===== config.mk =====
export PLATFORM = sky130hd
export DESIGN_NAME = spi_cmd_master_flat
export DESIGN_NICKNAME = d
export VERILOG_FILES = /design/src/rtl/spi_cmd_master_if.sv /design/src/rtl/spi_cmd_master.sv /design/src/flat_wrapper.sv
export SDC_FILE = /design/constraint.sdc
export NUM_CORES = 1
export LEC_CHECK = 0
export CAP_MARGIN = 20
export CORE_MARGIN = 3
export CORE_UTILIZATION = 46
export CTS_CLUSTER_DIAMETER = 100
export DETAILED_ROUTE_END_ITERATION = 12
export GPL_TIMING_DRIVEN = 0
export PLACE_DENSITY = 0.74
export REMOVE_ABC_BUFFERS = 1
export SLEW_MARGIN = 20
export SYNTH_ARGS = -nofsm -noshare
export SYNTH_HDL_FRONTEND = slang
export SYNTH_SLANG_ARGS = --single-unit

===== constraint.sdc =====
create_clock -name i_clk -period 4.17 [get_ports i_clk]
set_input_delay 0.417 -clock i_clk [delete_from_list [all_inputs] [get_ports i_clk]]
set_output_delay 0.417 -clock i_clk [all_outputs]
set_load 0.01 [all_outputs]

===== src/rtl/spi_cmd_master_if.sv =====
// Command-side bundle between the synth controller and spi_cmd_master.
// The controller uses the master modport and the SPI engine uses the slave modport.
interface spi_cmd_master_if;
  logic        cmd_valid;
  logic        cmd_ready;
  logic [7:0]  cmd_op;
  logic [15:0] cmd_data;
  logic        busy;
  logic        done;
  logic        err;
  logic [7:0]  rx_byte;
  logic        rx_valid;

  modport master (
    output cmd_valid, cmd_op, cmd_data,
    input  cmd_ready, busy, done, err, rx_byte, rx_valid
  );

  modport slave (
    input  cmd_valid, cmd_op, cmd_data,
    output cmd_ready, busy, done, err, rx_byte, rx_valid
  );
endinterface


===== src/rtl/spi_cmd_master.sv =====
// SPI mode-0 master that sends synth control frames (opcode + payload bytes)
// to the DDS voice engine under one NSS assertion, and returns each byte seen
// on MISO so the controller can check the slave's echo.
module spi_cmd_master #(
  parameter int CLK_DIV    = 4,
  parameter int GAP_CYCLES = 8,
  parameter int NSS_SETUP  = 4
) (
  input  logic            i_clk,
  input  logic            i_reset,
  spi_cmd_master_if.slave cmd_if,
  output logic            o_spi_nss,
  output logic            o_spi_sclk,
  output logic            o_spi_mosi,
  input  logic            i_spi_miso
);

  localparam int MAX_CNT =
    (CLK_DIV > GAP_CYCLES) ? ((CLK_DIV > NSS_SETUP) ? CLK_DIV : NSS_SETUP)
                           : ((GAP_CYCLES > NSS_SETUP) ? GAP_CYCLES : NSS_SETUP);
  localparam int DW = (MAX_CNT > 1) ? $clog2(MAX_CNT) : 1;

  localparam logic [DW-1:0] DIV_LOAD   = DW'(CLK_DIV - 1);
  localparam logic [DW-1:0] GAP_LOAD   = DW'(GAP_CYCLES - 1);
  localparam logic [DW-1:0] SETUP_LOAD = DW'(NSS_SETUP - 1);

  localparam logic [2:0] S_IDLE    = 3'd0;
  localparam logic [2:0] S_SETUP   = 3'd1;
  localparam logic [2:0] S_SHIFT   = 3'd2;
  localparam logic [2:0] S_GAP     = 3'd3;
  localparam logic [2:0] S_HOLD    = 3'd4;
  localparam logic [2:0] S_RECOVER = 3'd5;

  localparam logic [7:0] OP_FREQ = 8'd1;
  localparam logic [7:0] OP_ENV  = 8'd2;

  logic [2:0]    r_state;
  logic [DW-1:0] r_div;
  logic          r_phase;
  logic [2:0]    r_bit_cnt;
  logic [1:0]    r_byte_cnt;
  logic [7:0]    r_shift;
  logic [15:0]   r_data;
  logic [7:0]    r_rx;
  logic          r_miso_s1;
  logic          r_miso_s2;
  logic          r_nss;
  logic          r_sclk;
  logic          r_busy;
  logic          r_done;
  logic          r_err;
  logic [7:0]    r_rx_byte;
  logic          r_rx_valid;

  logic       w_ready;
  logic       w_accept;
  logic       w_op_ok;
  logic [7:0] w_next_byte;

  // r_byte_cnt holds the bytes still to send after the current one; with one
  // left the next byte is always the low payload byte, with two it is the high.
  assign w_ready     = (r_state == S_IDLE) && !i_reset;
  assign w_accept    = cmd_if.cmd_valid && w_ready;
  assign w_op_ok     = (cmd_if.cmd_op == OP_FREQ) || (cmd_if.cmd_op == OP_ENV);
  assign w_next_byte = (r_byte_cnt == 2'd2) ? r_data[15:8] : r_data[7:0];

  assign cmd_if.cmd_ready = w_ready;
  assign cmd_if.busy      = r_busy;
  assign cmd_if.done      = r_done;
  assign cmd_if.err       = r_err;
  assign cmd_if.rx_byte   = r_rx_byte;
  assign cmd_if.rx_valid  = r_rx_valid;

  // MOSI is the top bit of the shift register, so it stays a registered pin.
  assign o_spi_nss  = r_nss;
  assign o_spi_sclk = r_sclk;
  assign o_spi_mosi = r_shift[7];

  // Two-flop synchronizer for the asynchronous MISO pin.
  always_ff @(posedge i_clk) begin
    if (i_reset) begin
      r_miso_s1 <= 1'b0;
      r_miso_s2 <= 1'b0;
    end else begin
      r_miso_s1 <= i_spi_miso;
      r_miso_s2 <= r_miso_s1;
    end
  end

  // Frame sequencer: accept, NSS lead, bit shifting, inter-byte gap, NSS lag, recovery.
  always_ff @(posedge i_clk) begin
    if (i_reset) begin
      r_state    <= S_IDLE;
      r_div      <= '0;
      r_phase    <= 1'b0;
      r_bit_cnt  <= 3'd0;
      r_byte_cnt <= 2'd0;
      r_shift    <= 8'h00;
      r_data     <= 16'h0000;
      r_rx       <= 8'h00;
      r_nss      <= 1'b1;
      r_sclk     <= 1'b0;
      r_busy     <= 1'b0;
      r_done     <= 1'b0;
      r_err      <= 1'b0;
      r_rx_byte  <= 8'h00;
      r_rx_valid <= 1'b0;
    end else begin
      r_done     <= 1'b0;
      r_err      <= 1'b0;
      r_rx_valid <= 1'b0;
      case (r_state)
        S_IDLE: begin
          if (w_accept) begin
            if (w_op_ok) begin
              r_state    <= S_SETUP;
              r_nss      <= 1'b0;
              r_busy     <= 1'b1;
              r_shift    <= cmd_if.cmd_op;
              r_data     <= cmd_if.cmd_data;
              r_byte_cnt <= (cmd_if.cmd_op == OP_FREQ) ? 2'd2 : 2'd1;
              r_div      <= SETUP_LOAD;
            end else begin
              r_err <= 1'b1;
            end
          end
        end

        S_SETUP: begin
          if (r_div == '0) begin
            r_state   <= S_SHIFT;
            r_phase   <= 1'b0;
            r_bit_cnt <= 3'd7;
            r_div     <= DIV_LOAD;
          end else begin
            r_div <= r_div - 1'b1;
          end
        end

        S_SHIFT: begin
          if (r_div != '0) begin
            r_div <= r_div - 1'b1;
          end else if (!r_phase) begin
            r_phase <= 1'b1;
            r_sclk  <= 1'b1;
            r_rx    <= {r_rx[6:0], r_miso_s2};
            r_div   <= DIV_LOAD;
          end else begin
            r_phase <= 1'b0;
            r_sclk  <= 1'b0;
            if (r_bit_cnt != 3'd0) begin
              r_bit_cnt <= r_bit_cnt - 3'd1;
              r_shift   <= {r_shift[6:0], 1'b0};
              r_div     <= DIV_LOAD;
            end else begin
              r_rx_byte  <= r_rx;
              r_rx_valid <= 1'b1;
              if (r_byte_cnt != 2'd0) begin
                r_state    <= S_GAP;
                r_shift    <= w_next_byte;
                r_byte_cnt <= r_byte_cnt - 2'd1;
                r_div      <= GAP_LOAD;
              end else begin
                r_state <= S_HOLD;
                r_shift <= 8'h00;
                r_div   <= SETUP_LOAD;
              end
            end
          end
        end

        S_GAP: begin
          if (r_div == '0) begin
            r_state   <= S_SHIFT;
            r_phase   <= 1'b0;
            r_bit_cnt <= 3'd7;
            r_div     <= DIV_LOAD;
          end else begin
            r_div <= r_div - 1'b1;
          end
        end

        S_HOLD: begin
          if (r_div == '0) begin
            r_state <= S_RECOVER;
            r_nss   <= 1'b1;
            r_done  <= 1'b1;
            r_div   <= SETUP_LOAD;
          end else begin
            r_div <= r_div - 1'b1;
          end
        end

        S_RECOVER: begin
          if (r_div == '0) begin
            r_state <= S_IDLE;
            r_busy  <= 1'b0;
          end else begin
            r_div <= r_div - 1'b1;
          end
        end

        default: begin
          r_state <= S_IDLE;
          r_nss   <= 1'b1;
          r_sclk  <= 1'b0;
          r_busy  <= 1'b0;
        end
      endcase
    end
  end

endmodule


===== src/flat_wrapper.sv =====
// flat-port wrapper written by rule: the top's interface ports become plain ports
module spi_cmd_master_flat 
#(
  parameter int CLK_DIV    = 4,
  parameter int GAP_CYCLES = 8,
  parameter int NSS_SETUP  = 4
)
  (i_clk, i_reset, o_spi_nss, o_spi_sclk, o_spi_mosi, i_spi_miso, cmd_if_cmd_valid, cmd_if_cmd_op, cmd_if_cmd_data, cmd_if_cmd_ready, cmd_if_busy, cmd_if_done, cmd_if_err, cmd_if_rx_byte, cmd_if_rx_valid);
  spi_cmd_master_if cmd_if_i ();
  input  logic i_clk;
  input  logic i_reset;
  output logic o_spi_nss;
  output logic o_spi_sclk;
  output logic o_spi_mosi;
  input  logic i_spi_miso;
  input wire logic [$bits(cmd_if_i.cmd_valid)-1:0] cmd_if_cmd_valid;
  input wire logic [$bits(cmd_if_i.cmd_op)-1:0] cmd_if_cmd_op;
  input wire logic [$bits(cmd_if_i.cmd_data)-1:0] cmd_if_cmd_data;
  output wire logic [$bits(cmd_if_i.cmd_ready)-1:0] cmd_if_cmd_ready;
  output wire logic [$bits(cmd_if_i.busy)-1:0] cmd_if_busy;
  output wire logic [$bits(cmd_if_i.done)-1:0] cmd_if_done;
  output wire logic [$bits(cmd_if_i.err)-1:0] cmd_if_err;
  output wire logic [$bits(cmd_if_i.rx_byte)-1:0] cmd_if_rx_byte;
  output wire logic [$bits(cmd_if_i.rx_valid)-1:0] cmd_if_rx_valid;
  assign cmd_if_i.cmd_valid = cmd_if_cmd_valid;
  assign cmd_if_i.cmd_op = cmd_if_cmd_op;
  assign cmd_if_i.cmd_data = cmd_if_cmd_data;
  assign cmd_if_cmd_ready = cmd_if_i.cmd_ready;
  assign cmd_if_busy = cmd_if_i.busy;
  assign cmd_if_done = cmd_if_i.done;
  assign cmd_if_err = cmd_if_i.err;
  assign cmd_if_rx_byte = cmd_if_i.rx_byte;
  assign cmd_if_rx_valid = cmd_if_i.rx_valid;
  spi_cmd_master #(.CLK_DIV(CLK_DIV), .GAP_CYCLES(GAP_CYCLES), .NSS_SETUP(NSS_SETUP)) u_core (.i_clk(i_clk), .i_reset(i_reset), .cmd_if(cmd_if_i), .o_spi_nss(o_spi_nss), .o_spi_sclk(o_spi_sclk), .o_spi_mosi(o_spi_mosi), .i_spi_miso(i_spi_miso));
endmodule

# Word level (Yosys, flattened, before mapping)
# Cells that the tools add are included.
# W data, S select, Z words.
[word_totals] register_bits=60 wordCells=136 input_bits=28 output_inout_bits=16
[classes] muxes=55 n_eq_ne=19 reduce_logical=32 add_sub_neg=3 n_bitwise=10
[op_table] cell="$mux W3" count=21
[op_table] cell="$mux W8" count=7
[op_table] cell="$ne A2 B1 Y1 const B" count=8
[op_table] cell="$pmux W8 S2" count=1
[op_table] cell="$reduce_and A4 Y1" count=4
[op_table] cell="$pmux W3 S5" count=1
[op_table] cell="$mux W2" count=7
[op_table] cell="$pmux W3 S4" count=1
[op_table] cell="$reduce_or A4 Y1" count=3
[op_table] cell="$mux W1" count=11
[op_table] cell="$not A1 Y1" count=10
[op_table] cell="$reduce_and A5 Y1" count=2
[op_table] cell="$reduce_and A3 Y1" count=3
[op_table] cell="$eq A8 B1 Y1 const B" count=1
[op_table] cell="$eq A8 B2 Y1 const B" count=1
[op_table] cell="$reduce_and A8 Y1" count=1
[op_table] cell="$reduce_and A7 Y1" count=1
[op_table] cell="$eq A3 B2 Y1 const B" count=2
[op_table] cell="$eq A3 B3 Y1 const B" count=2
[op_table] cell="$logic_not A3 Y1" count=2
[op_table] cell="$ne A2 B2 Y1 const B" count=3
[op_table] cell="$pmux W1 S3" count=2
[op_table] cell="$pmux W3 S2" count=1
[op_table] cell="$reduce_bool A2 Y1" count=3
[op_table] cell="15 further kinds" count=21

# Longest topological paths before layout
# Gate-level depths: netlist of the first run.
[logic_depth] ltp_word=7 mapped_depth=8 depth_no_buf=6

# Worst setup path after synthesis of the first run
# Ideal clock, no wire load.
[synth_timing] path_kind="reg-to-reg" startpoint="reg u_core.r_byte_cnt[0]" endpoint="reg u_core.r_byte_cnt[1]" setup_time_ns=0.122 path_buffers=1 path_stages_with_launch=8 period_less_slack_ns=1.838 arrival_time_ns=1.717 required_ns=4.048 slack_ns=2.332 cell_sequence="dfxtp_1 inv_1 ha_1 or3b_2 buf_2 nor3_1 o221ai_1 o311a_1"
[synth_via] elab_chain_len=6 elab_cells_between_ends=9 classes_between="1 x add/sub; 1 x eq/ne; 5 x mux; 2 x reduce/logical"
[synth_lines] element="start: declaration" line_no="spi_cmd_master.sv:41" rtl="logic [1:0] r_byte_cnt;"
[synth_lines] element="start signal: assignment" line_no="spi_cmd_master.sv:121" rtl="r_byte_cnt <= (cmd_if.cmd_op == OP_FREQ) ? 2'd2 : 2'd1;"
[synth_lines] element="start signal: assignment" line_no="spi_cmd_master.sv:161" rtl="r_byte_cnt <= r_byte_cnt - 2'd1;"
[synth_lines] element="$sub A2 B1 Y2" line_no="spi_cmd_master.sv:161"
[synth_lines] element="$mux W2" line_no="spi_cmd_master.sv:158" rtl="if (r_byte_cnt != 2'd0) begin"
[synth_lines] element="$mux W2" line_no="spi_cmd_master.sv:151" rtl="if (r_bit_cnt != 3'd0) begin"
[synth_lines] element="$mux W2" line_no="spi_cmd_master.sv:143" rtl="end else if (!r_phase) begin"
[synth_lines] element="$mux W2" line_no="spi_cmd_master.sv:141" rtl="if (r_div != '0) begin"
[synth_lines] element="$pmux W2 S2" line_no="spi_cmd_master.sv:112" rtl="case (r_state)"
# Several ways; a longest one is shown, not always the timed one. The select of a mux whose other input is x is not followed.
# A chain may end at the register's enable or synchronous reset.

# Worst setup path after layout of the first run
[layout_timing] startpoint="in cmd_if_cmd_op[6]" endpoint="reg u_core.r_shift[1]"
[layout_via] elab_chain_len=4 elab_cells_between_ends=5 classes_between="3 x eq/ne; 2 x reduce/logical"
[layout_lines] element="start: declaration" line_no="flat_wrapper.sv:17" rtl="input wire logic [$bits(cmd_if_i.cmd_op)-1:0] cmd_if_cmd_op;"
[layout_lines] element="$eq A8 B1 Y1 / $eq A8 B2 Y1 (equally long branches)" line_no="spi_cmd_master.sv:64" rtl="assign w_op_ok = (cmd_if.cmd_op == OP_FREQ) || (cmd_if.cmd_op == OP_ENV);"
[layout_lines] element="$logic_or A1 B1 Y1 *" line_no="spi_cmd_master.sv:64"
[layout_lines] element="$ne A2 B1 Y1 (no line) *"
[layout_lines] element="$reduce_and A5 Y1 (no line) *"
[layout_lines] element="end signal: assignment" line_no="spi_cmd_master.sv:119" rtl="r_shift <= cmd_if.cmd_op;"
[layout_lines] element="end signal: assignment" line_no="spi_cmd_master.sv:153" rtl="r_shift <= {r_shift[6:0], 1'b0};"
[layout_lines] element="end signal: assignment" line_no="spi_cmd_master.sv:160" rtl="r_shift <= w_next_byte;"
[layout_lines] element="end: declaration" line_no="spi_cmd_master.sv:42" rtl="logic [7:0] r_shift;"
# Mark *: on every way between the ends. The rest lies on a longest branch, timed or not.

==> flow_summary_export.csv, run 1 <==
group,metric,value,unit
worst_setup_path,cp.arrival,2.75,ns
synth,syn_area,0.00281,mm^2
placement,place_area,0.00323,mm^2
sta,hold_violations,0,
floorplanning,fp.dieH,84.1,um
cts,root_buffer,"clkbuf_8",
global_routing,use_met2,31.0,%
min_path,min_path_type,"reg2reg",
global_routing,grtUsageTotal,18.4,%
sta,fin_skew,0.00511,ns
sta,max_freq,0.403,GHz
global_routing,grt_overflow,0,
cts,cts_resized,0,
synth,ys_top_cells_by_area,"dfxtp_1 (43%), a21oi_1 (7.0%), mux2i_1 (6.4%)",
power,p_per_area,514,mW/mm^2
detailed_routing,wl_per_cell,14.2,um
sta,fin_crit_sh,59.5,%
global_routing,grt_use_met3,6.02,%
synth,yosys-top-cells-count,"dfxtp_1 (60), nand2_1 (47), a21oi_1 (39), mux2i_1 (18)",
global_routing,grt-busiest-layer,"met2",
floorplanning,ioPinCount,44,
detailed_routing,drt_first_pass_iters,4,
sta,worst_slack,1.69,ns
synth,yosys.area.top_type,"dfxtp_1",
synth,ys_seq_elements,60,
synth,yosys_warnings,0,
cts,cts_buffer_depth,2,
synth,ys.flop_type,"dfxtp_1",
placement,hpwl,4100,um
finish,drive_gt1_share,6.56,%
sta,slew_headroom,38.1,%
cts,cts.sinks,60,
global_routing,grt_start_max_net_pins,41,
sta,rsz0062_at_grt,"false",
detailed_routing,wl,6220,um
detailed_routing,vias_per_cell,5.73,
cts,clk_pin_slew_worst_paths,0.07,ns
synth,synth_edf_count,0,
cts,cts-buffers-inserted,9,
power,leakagePower,0.00123,uW
finish,area_growth,23.7,%
placement,port_buffers,43,
finish,fin_area,0.00347,mm^2
synth,synthDominantCellAreaShare,42.8,%
worst_setup_path,crit_required,4.44,ns
floorplanning,start_util,49.2,%
detailed_routing,drtIter0Drc,138,
finish,final_nets,396,
synth,synthArstFlopShare,0,%
sta,slew_violations,0,
finish,fin_cells,438,
synth,synth.avg_cell_area,8.50,um^2
global_routing,grt_pass1_wl,10700,um
power,vdd_drop_max,0.343,mV
floorplanning,die_w,84.1,um
sta,min_period,2.48,ns
cts,cts_tree,"done",
synth,synth_cell_types,48,
finish,antenna_cells,0,
global_routing,grt_antenna_before_repair,0,
detailed_routing,num_vias,2510,
detailed_routing,drc,0,
placement,dp.cells,423,
cts,cts_hold_buf,0,
cts,cts_max_level,3,
outcome,status,"complete, no violations",
worst_setup_path,critPathKind,"in2reg",
worst_setup_path,path_max_fanout,27,
run,drv_cap,0,
synth,synthMostInstantiatedCell,"dfxtp_1",
global_routing,first_global_vias,2400,
placement,gp_congestion,0.817,
synth,seq_area_frac_synth,42.8,%
detailed_routing,ant_nets,0,
power,power.total,1790,uW
global_routing,grt_use_met1,22.2,%
placement,preCtsSetupSlack,1.36,ns
worst_setup_path,cp-start-kind,"primary input",
floorplanning,num_rows,27,
cts,insertion_delay,0.34,ns
floorplanning,coreArea,0.00571,mm^2
synth,synthCells,330,
sta,worstMarginPinSlew,0.928,ns
cts,cts_setup_buffers,0,
sta,holdWs,0.441,ns
floorplanning,die-area,0.00707,mm^2
worst_setup_path,endpoint_kind,"flop",
sta,setup_violations,0,
-- final timing paths --
kind	depth (start not counted)	to	from	slack, ns
max reg2reg	4	u_core.r_shift[1]	u_core.r_state[2]	1.81
max	5	u_core.r_shift[1]	cmd_if_cmd_op[6]	1.69
min	1	u_core.r_miso_s2	u_core.r_miso_s1	0.44
min reg2reg	1	u_core.r_miso_s2	u_core.r_miso_s1	0.44
-- area by class of cell --
cell class | instances | area (um^2)
clock buffers | 10 | 138
clock inverters | 5 | 100
fillers | 518 | 2240
inverters | 17 | 63.8
multi-input cells | 229 | 1420
flip-flops and latches | 60 | 1200
well taps | 72 | 90.1
repair buffers | 45 | 457
-- stage by stage --
| stage | TNS (ns) | util (%) |
|---|---|---|
| after floorplan | 0 | - |
| after global placement | -2.36 | 56.2 |
| after detailed placement | 0 | 56.7 |
| after CTS | 0 | 60.8 |
| after global routing | 0 | 60.8 |
| final | 0 | 60.8 |
-- critical path, stage by stage --
cell and delay (ns):
clkdlybuf4s50_1 0.45, nor4_2 0.51, and4_1 0.90, o221ai_1 0.24, a21oi_1 0.21
-- sequential cells by signal, summed over array words and instances, names as in the netlist, 2 cells and up --
name and count:
u_core.r_data 16, u_core.cmd_if.rx_byte 8, u_core.r_rx 8, u_core.r_shift 8
u_core.r_bit_cnt 3, u_core.r_div 3, u_core.r_state 3, u_core.r_byte_cnt 2
-- power breakdown --
group / internal, uW / switching [uW]
clock network: 408 / 227
registers: 616 / 65.0
logic: 204 / 266
total: 1230 / 558
-- cell families (layout without fill, tap and decap cells) --
| logic type | count (synthesis) | after routing | share of synthesized area [%] |
|---|---|---|---|
| AND/OR/NAND/NOR | 111 | 111 | 20.3 |
| XOR/XNOR | 1 | 1 | 0.312 |
| AO/OA/AOI/OAI | 93 | 93 | 21.0 |
| buffers and inverters | 41 | 77 | 6.51 |
| flip-flops | 60 | 60 | 42.8 |
| adder cells (fa/ha/maj) | 6 | 6 | 2.67 |
| multiplexers | 18 | 18 | 6.42 |
-- layout by cell type (no fill, tap or decap), types with 7 or more instances in the layout --
cell,Yosys,routed
dfxtp_1,60,60
nand2_1,47,47
clkdlybuf4s50_1,0,42
a21oi_1,39,39
mux2i_1,18,18
inv_1,17,17
o21ai_0,17,17
o221ai_1,15,15
nor2_1,14,14
nand3_1,12,12
clkbuf_8,0,10
nor2b_1,7,7
-- layer usage --
layer / up-vias / wire length, um
met5: - / 0
met4: 0 / 77
met3: 10 / 268
met2: 40 / 3060
met1: 1220 / 2820
li1: 1240 / -
No activity file was read; power rests on OpenSTA's default activity.
==> inputs of run 2 (changes only) <==
- clock period: 4.17 -> 2.3 ns (I/O delays scaled with it)
==> run 2 against run 1 <==
Net effect: combinational power is 83% higher; cell count is 0.68% higher; routed wire length is 0.79% higher; non-clock buffer count is 3 higher; clock power is 81% higher; worst hold slack worse by 0.18 ns; largest power group unchanged; highest routed layer unchanged.
==> flow_summary_export.csv, run 2 (synthesis results as in run 1) <==
group,metric,value,unit
floorplanning,die-area,0.00707,mm^2
sta,worstMarginPinSlew,0.704,ns
detailed_routing,wl,6270,um
finish,final_common_cell,"dfxtp_1",
worst_setup_path,cp-start-kind,"flop",
min_path,holdPathStages,2,
cts,cts_buffer_depth,2,
min_path,worstHoldStart,"i_reset",
worst_setup_path,crit_required,2.53,ns
global_routing,first_global_vias,2400,
worst_setup_path,path_max_fanout,10,
placement,gp_congestion,0.817,
cts,cts-buffers-inserted,9,
power,power_frac_comb,26.5,%
global_routing,grt_start_max_net_pins,41,
sta,setup_violations,0,
finish,largest_reg_flops,16,
power,vdd_drop_max,0.620,mV
worst_setup_path,critPathKind,"reg2reg",
cts,clk_pin_slew_worst_paths,0.07,ns
worst_setup_path,slowest_delay,0.59,ns
power,seq_power_share,38.1,%
worst_setup_path,critPathTopFamily,"simple AND/OR/NAND/NOR gates",
cts,root_buffer,"clkbuf_8",
sta,tns,0,ns
detailed_routing,drc,0,
sta,slew_violations,0,
power,pwr-share-clk,35.4,%
min_path,min_path_type,"in2reg",
sta,holdWs,0.266,ns
worst_setup_path,cp.arrival,2.40,ns
power,internal_power,2230,uW
cts,cts_hold_buf,0,
finish,final_nets,399,
global_routing,grtUsageTotal,18.4,%
run,drv_cap,0,
sta,max_freq,0.460,GHz
placement,hpwl,4100,um
power,power.total,3250,uW
detailed_routing,drt_first_pass_iters,4,
worst_setup_path,crit_path_cell_trace,"inv_1, ha_1, or3b_2, nor3_1, o221ai_1, o311a_1",
sta,min_period,2.17,ns
power,p_per_area,926,mW/mm^2
sta,fin_crit_sh,94.5,%
finish,drive_gt1_share,7.86,%
cts,cts_tree,"done",
cts,cts_max_level,3,
worst_setup_path,endpoint_kind,"flop",
floorplanning,die_w,84.1,um
worst_setup_path,path_buf_inv,1,
placement,dp.cells,423,
worst_setup_path,reg2reg_from,"u_core.r_byte_cnt[1]",
power,switching_power,1020,uW
power,leakagePower,0.00124,uW
floorplanning,num_rows,27,
sta,fin_skew,0.00445,ns
finish,fin_cells,441,
detailed_routing,ant_nets,0,
outcome,status,"complete, no violations",
worst_setup_path,slowest_stage,"or3b_2",
sta,rsz0062_at_grt,"false",
floorplanning,start_util,49.2,%
cts,insertion_delay,0.34,ns
sta,worst_slack,0.127,ns
floorplanning,fp.dieH,84.1,um
sta,slew_headroom,53.0,%
finish,regMostFlops,"u_core.r_data",
finish,antenna_cells,0,
detailed_routing,wl_per_cell,14.2,um
worst_setup_path,r2r-end,"u_core.r_byte_cnt[1]",
power,switching_share,31.4,%
placement,preCtsSetupSlack,-0.323,ns
sta,hold_violations,0,
floorplanning,ioPinCount,44,
finish,mostFrequentLayoutCells,"dfxtp_1 (60), nand2_1 (47), clkdlybuf4s50_1 (42), a21oi_1 (39), mux2i_1 (18)",
global_routing,grt_pass1_wl,10700,um
detailed_routing,drtIter0Drc,130,
worst_setup_path,rrSetupSlack,0.13,ns
detailed_routing,vias_per_cell,5.73,
detailed_routing,num_vias,2526,
worst_setup_path,reg2reg_depth,6,
min_path,hold_path_end,"u_core.r_rx[0]",
global_routing,grt_antenna_before_repair,0,
placement,port_buffers,43,
cts,cts.sinks,60,
global_routing,grt_overflow,0,
finish,area_growth,25.0,%
floorplanning,coreArea,0.00571,mm^2
## run 2: cell count changes in the layout (fill, tap and decap cells not counted)
cell / delta
buf_4: +3
nor3_2: +1
nor3b_2: -1
and4_1: -1
nor3_1: -1
and4_2: +1
nor3b_4: +1
## run 2: power groups by stage
stage | Clock (uW) | Sequential (uW) | Combinational (uW)
floorplan | 0 | 1230 | 592
global placement | 0 | 1250 | 823
detailed placement | 0 | 1250 | 843
CTS | 1170 | 1230 | 850
global route | 1210 | 1260 | 981
finish | 1150 | 1240 | 860
## run 2: area by class of cell
type,instances,area (um^2)
well taps,72,90.1
flip-flops and latches,60,1200
inverters,17,63.8
clock buffers,10,138
repair buffers,48,479
fillers,518,2200
multi-input cells,229,1440
clock inverters,5,100
## run 2: worst register-to-register path, stage by stage (launching register included)
cell and delay, ns:
dfxtp_1 0.37, inv_1 0.06, ha_1 0.22, or3b_2 0.60
nor3_1 0.45, o221ai_1 0.21, o311a_1 0.16
## run 2: timing repair
item                                   in CTS  in global routing
pin swaps                                   0                  1
setup buffers                               0                  3
setup endpoints to repair                   8                 18
gates resized for setup                     1                  2
endpoints found under the hold margin       0                  0
## run 2: worst max path at each step
stage                              start                    to  slack (ns)  depth (start not counted)
global route           u_core.r_state[2]     u_core.r_shift[0]        0.02                          4
floorplan              u_core.r_state[2]     u_core.r_shift[0]        0.13                          4
CTS                    u_core.r_state[2]     u_core.r_shift[0]        0.04                          4
finish              u_core.r_byte_cnt[1]  u_core.r_byte_cnt[1]        0.13                          6
global placement                 i_reset     u_core.r_shift[0]       -1.98                          5
detailed placement      cmd_if_cmd_op[6]     u_core.r_shift[1]       -0.32                          5
## run 2: metal layers
| layer | global-route usage (%) | part of all wire [%] |
|---|---|---|
| met1 | 22.2 | 45 |
| met2 | 31.0 | 49 |
| met3 | 6.02 | 4.1 |
| met4 | 5.56 | 1.1 |
| met5 | 0 | 0 |
## run 2: per-stage QoR
step                      area (um^2)  util [%]
after floorplan                  2690         -
after global placement           3210      56.2
after detailed placement         3230      56.7
after CTS                        3470      60.8
after global routing             3510      61.4
final                            3510      61.4
==> inputs of run 3 (changes only) <==
==> constraint.sdc (replaced) <==
create_clock -name i_clk -period 2.3 [get_ports i_clk]
set_input_delay 0.69 -clock i_clk [delete_from_list [all_inputs] [get_ports i_clk]]
set_output_delay 0.69 -clock i_clk [all_outputs]
set_load 0.01 [all_outputs]
==> run 3 against run 2 <==
Net effect: worst hold slack gained 0.18 ns; cell area up 1.4%; power is 0.57% higher; flip-flop and latch count did not move; routed wire length is 4.1% higher; sequential share of layout area fell by 0.48 points; non-clock buffer count rose by 2; worst setup slack got worse by 0.025 ns; critical path type is now in2reg; largest cell class unchanged; largest power group unchanged.
==> flow_summary_export.csv, run 3 (synthesis results as in run 1) <==
group,metric,value,unit
outcome,status,"complete, no violations",
detailed_routing,wl,6530,um
sta,max_freq,0.455,GHz
cts,root_buffer,"clkbuf_8",
placement,port_buffers,43,
min_path,holdPathStages,1,
detailed_routing,wl_per_cell,14.7,um
power,vdd_drop_max,0.618,mV
run,drv_cap,0,
placement,hpwl,4100,um
worst_setup_path,crit_start,"cmd_if_cmd_op[5]",
worst_setup_path,slowest_delay,0.50,ns
worst_setup_path,rrSetupSlack,0.12,ns
cts,clk_pin_slew_worst_paths,0.07,ns
finish,area_growth,26.7,%
worst_setup_path,critPathTopFamily,"simple AND/OR/NAND/NOR gates",
cts,cts_tree,"done",
finish,final_common_cell,"dfxtp_1",
sta,fin_crit_sh,95.5,%
floorplanning,fp.dieH,84.1,um
worst_setup_path,cp-start-kind,"primary input",
sta,slew_headroom,52.8,%
worst_setup_path,r2r-end,"u_core.r_byte_cnt[1]",
detailed_routing,drtIter0Drc,115,
floorplanning,die-area,0.00707,mm^2
cts,cts_max_level,3,
floorplanning,ioPinCount,44,
power,leakagePower,0.00128,uW
worst_setup_path,slowest_stage,"and4_4",
global_routing,grt_antenna_before_repair,0,
global_routing,grt_pass1_wl,11200,um
finish,n_fill_cell,507,
sta,hold_violations,0,
detailed_routing,ant_nets,0,
worst_setup_path,path_max_fanout,27,
detailed_routing,drt_first_pass_iters,4,
finish,antenna_cells,0,
finish,regMostFlops,"u_core.r_data",
placement,gp_congestion,0.817,
sta,holdWs,0.445,ns
min_path,hold_path_end,"u_core.r_miso_s2",
sta,setup_violations,0,
finish,largest_reg_flops,16,
detailed_routing,num_vias,2536,
min_path,worstHoldStart,"u_core.r_miso_s1",
cts,cts_buffer_depth,2,
min_path,min_path_type,"reg2reg",
global_routing,first_global_vias,2418,
global_routing,grt_overflow,0,
detailed_routing,vias_per_cell,5.72,
worst_setup_path,reg2reg_from,"u_core.r_byte_cnt[1]",
cts,cts_hold_buf,0,
finish,drive_gt1_share,8.63,%
worst_setup_path,crit_path_cell_trace,"clkdlybuf4s50_1, nor4_4, and4_4, o221ai_1, a21oi_1",
sta,min_period,2.20,ns
floorplanning,coreArea,0.00571,mm^2
worst_setup_path,endpoint_kind,"flop",
sta,fin_skew,0.00405,ns
worst_setup_path,cp.arrival,2.47,ns
cts,cts.sinks,60,
sta,rsz0062_at_grt,"true",
global_routing,grt_start_max_net_pins,28,
worst_setup_path,crit_required,2.57,ns
global_routing,grtUsageTotal,19.2,%
floorplanning,die_w,84.1,um
finish,mostFrequentLayoutCells,"dfxtp_1 (60), nand2_1 (47), clkdlybuf4s50_1 (40), a21oi_1 (39), mux2i_1 (18)",
worst_setup_path,critPathKind,"in2reg",
cts,insertion_delay,0.34,ns
sta,worstMarginPinSlew,0.706,ns
floorplanning,num_rows,27,
finish,final_core_utilization,62.3,%
finish,final_nets,401,
detailed_routing,drc,0,
power,p_per_area,919,mW/mm^2
floorplanning,start_util,49.2,%
worst_setup_path,path_buf_inv,1,
worst_setup_path,reg2reg_depth,6,
cts,cts-buffers-inserted,9,
sta,slew_violations,0,
-- run 3: cell types whose count changed in the layout (fill, tap and decap cells not counted) --
| cell | before | now |
|---|---|---|
| clkdlybuf4s50_1 | 42 | 40 |
| nor4_2 | 1 | 0 |
| nor4_4 | 1 | 2 |
| dlymetal6s2s_1 | 0 | 1 |
| bufbuf_16 | 0 | 1 |
| and4_4 | 0 | 1 |
| buf_4 | 3 | 5 |
| and4_2 | 1 | 0 |
-- run 3: worst max-delay path by stage --
stage          cells after the start  slack, ns                 to
2_1_floorplan                      4      -0.09  u_core.r_shift[0]
5_1_grt                            4      -0.02  u_core.r_shift[0]
3_3_place_gp                       5      -2.44  u_core.r_shift[0]
3_5_place_dp                       5      -0.78  u_core.r_shift[1]
4_1_cts                            5     -0.005  u_core.r_shift[1]
6_report                           5       0.10  u_core.r_shift[1]
-- run 3: cell type report --
cell class | instances | area (um^2) | share of cell area (%)
clock inverter | 5 | 100 | 2.81
multi-input combinational | 229 | 1450 | 40.6
timing repair buffer | 50 | 519 | 14.6
inverter | 17 | 63.8 | 1.79
tap | 72 | 90.1 | 2.53
clock buffer | 10 | 138 | 3.87
sequential | 60 | 1200 | 33.8
-- run 3: through the flow --
| stage | worst slack, ns | setup TNS, ns | instances | area, um^2 | power [uW] |
|---|---|---|---|---|---|
| 2_1_floorplan | -0.0904 | -0.0904 | 306 | 2690 | 1820 |
| 3_3_place_gp | -2.44 | -86.86 | 421 | 3210 | 2070 |
| 3_5_place_dp | -0.783 | -19.84 | 423 | 3230 | 2100 |
| 4_1_cts | -0.00548 | -0.00548 | 443 | 3540 | 3270 |
| 5_1_grt | -0.0250 | -0.0250 | 443 | 3560 | 3460 |
| 6_report | 0.102 | 0 | 443 | 3560 | 3270 |
-- run 3: power breakdown --
group,switching [uW],internal [uW]
Sequential,122,1120
Clock,412,739
Combinational,495,382
-- run 3: routing by layer --
layer	GRT usage, %	wire length [um]	share of wire [%]	vias up
met1	23.8	2980	46	1218
met5	0	0	0	-
met4	6.14	127	1.9	0
met2	31.6	3190	49	52
met3	6.02	238	3.6	16
li1	-	-	-	1250
-- run 3: timing repair --
item                                   in CTS  in global routing
setup buffers                               4                  0
gates resized for setup                     6                  5
pin swaps                                   2                  1
setup endpoints to repair                  28                 37
endpoints found under the hold margin       0                  0
cloned                                      1                  0
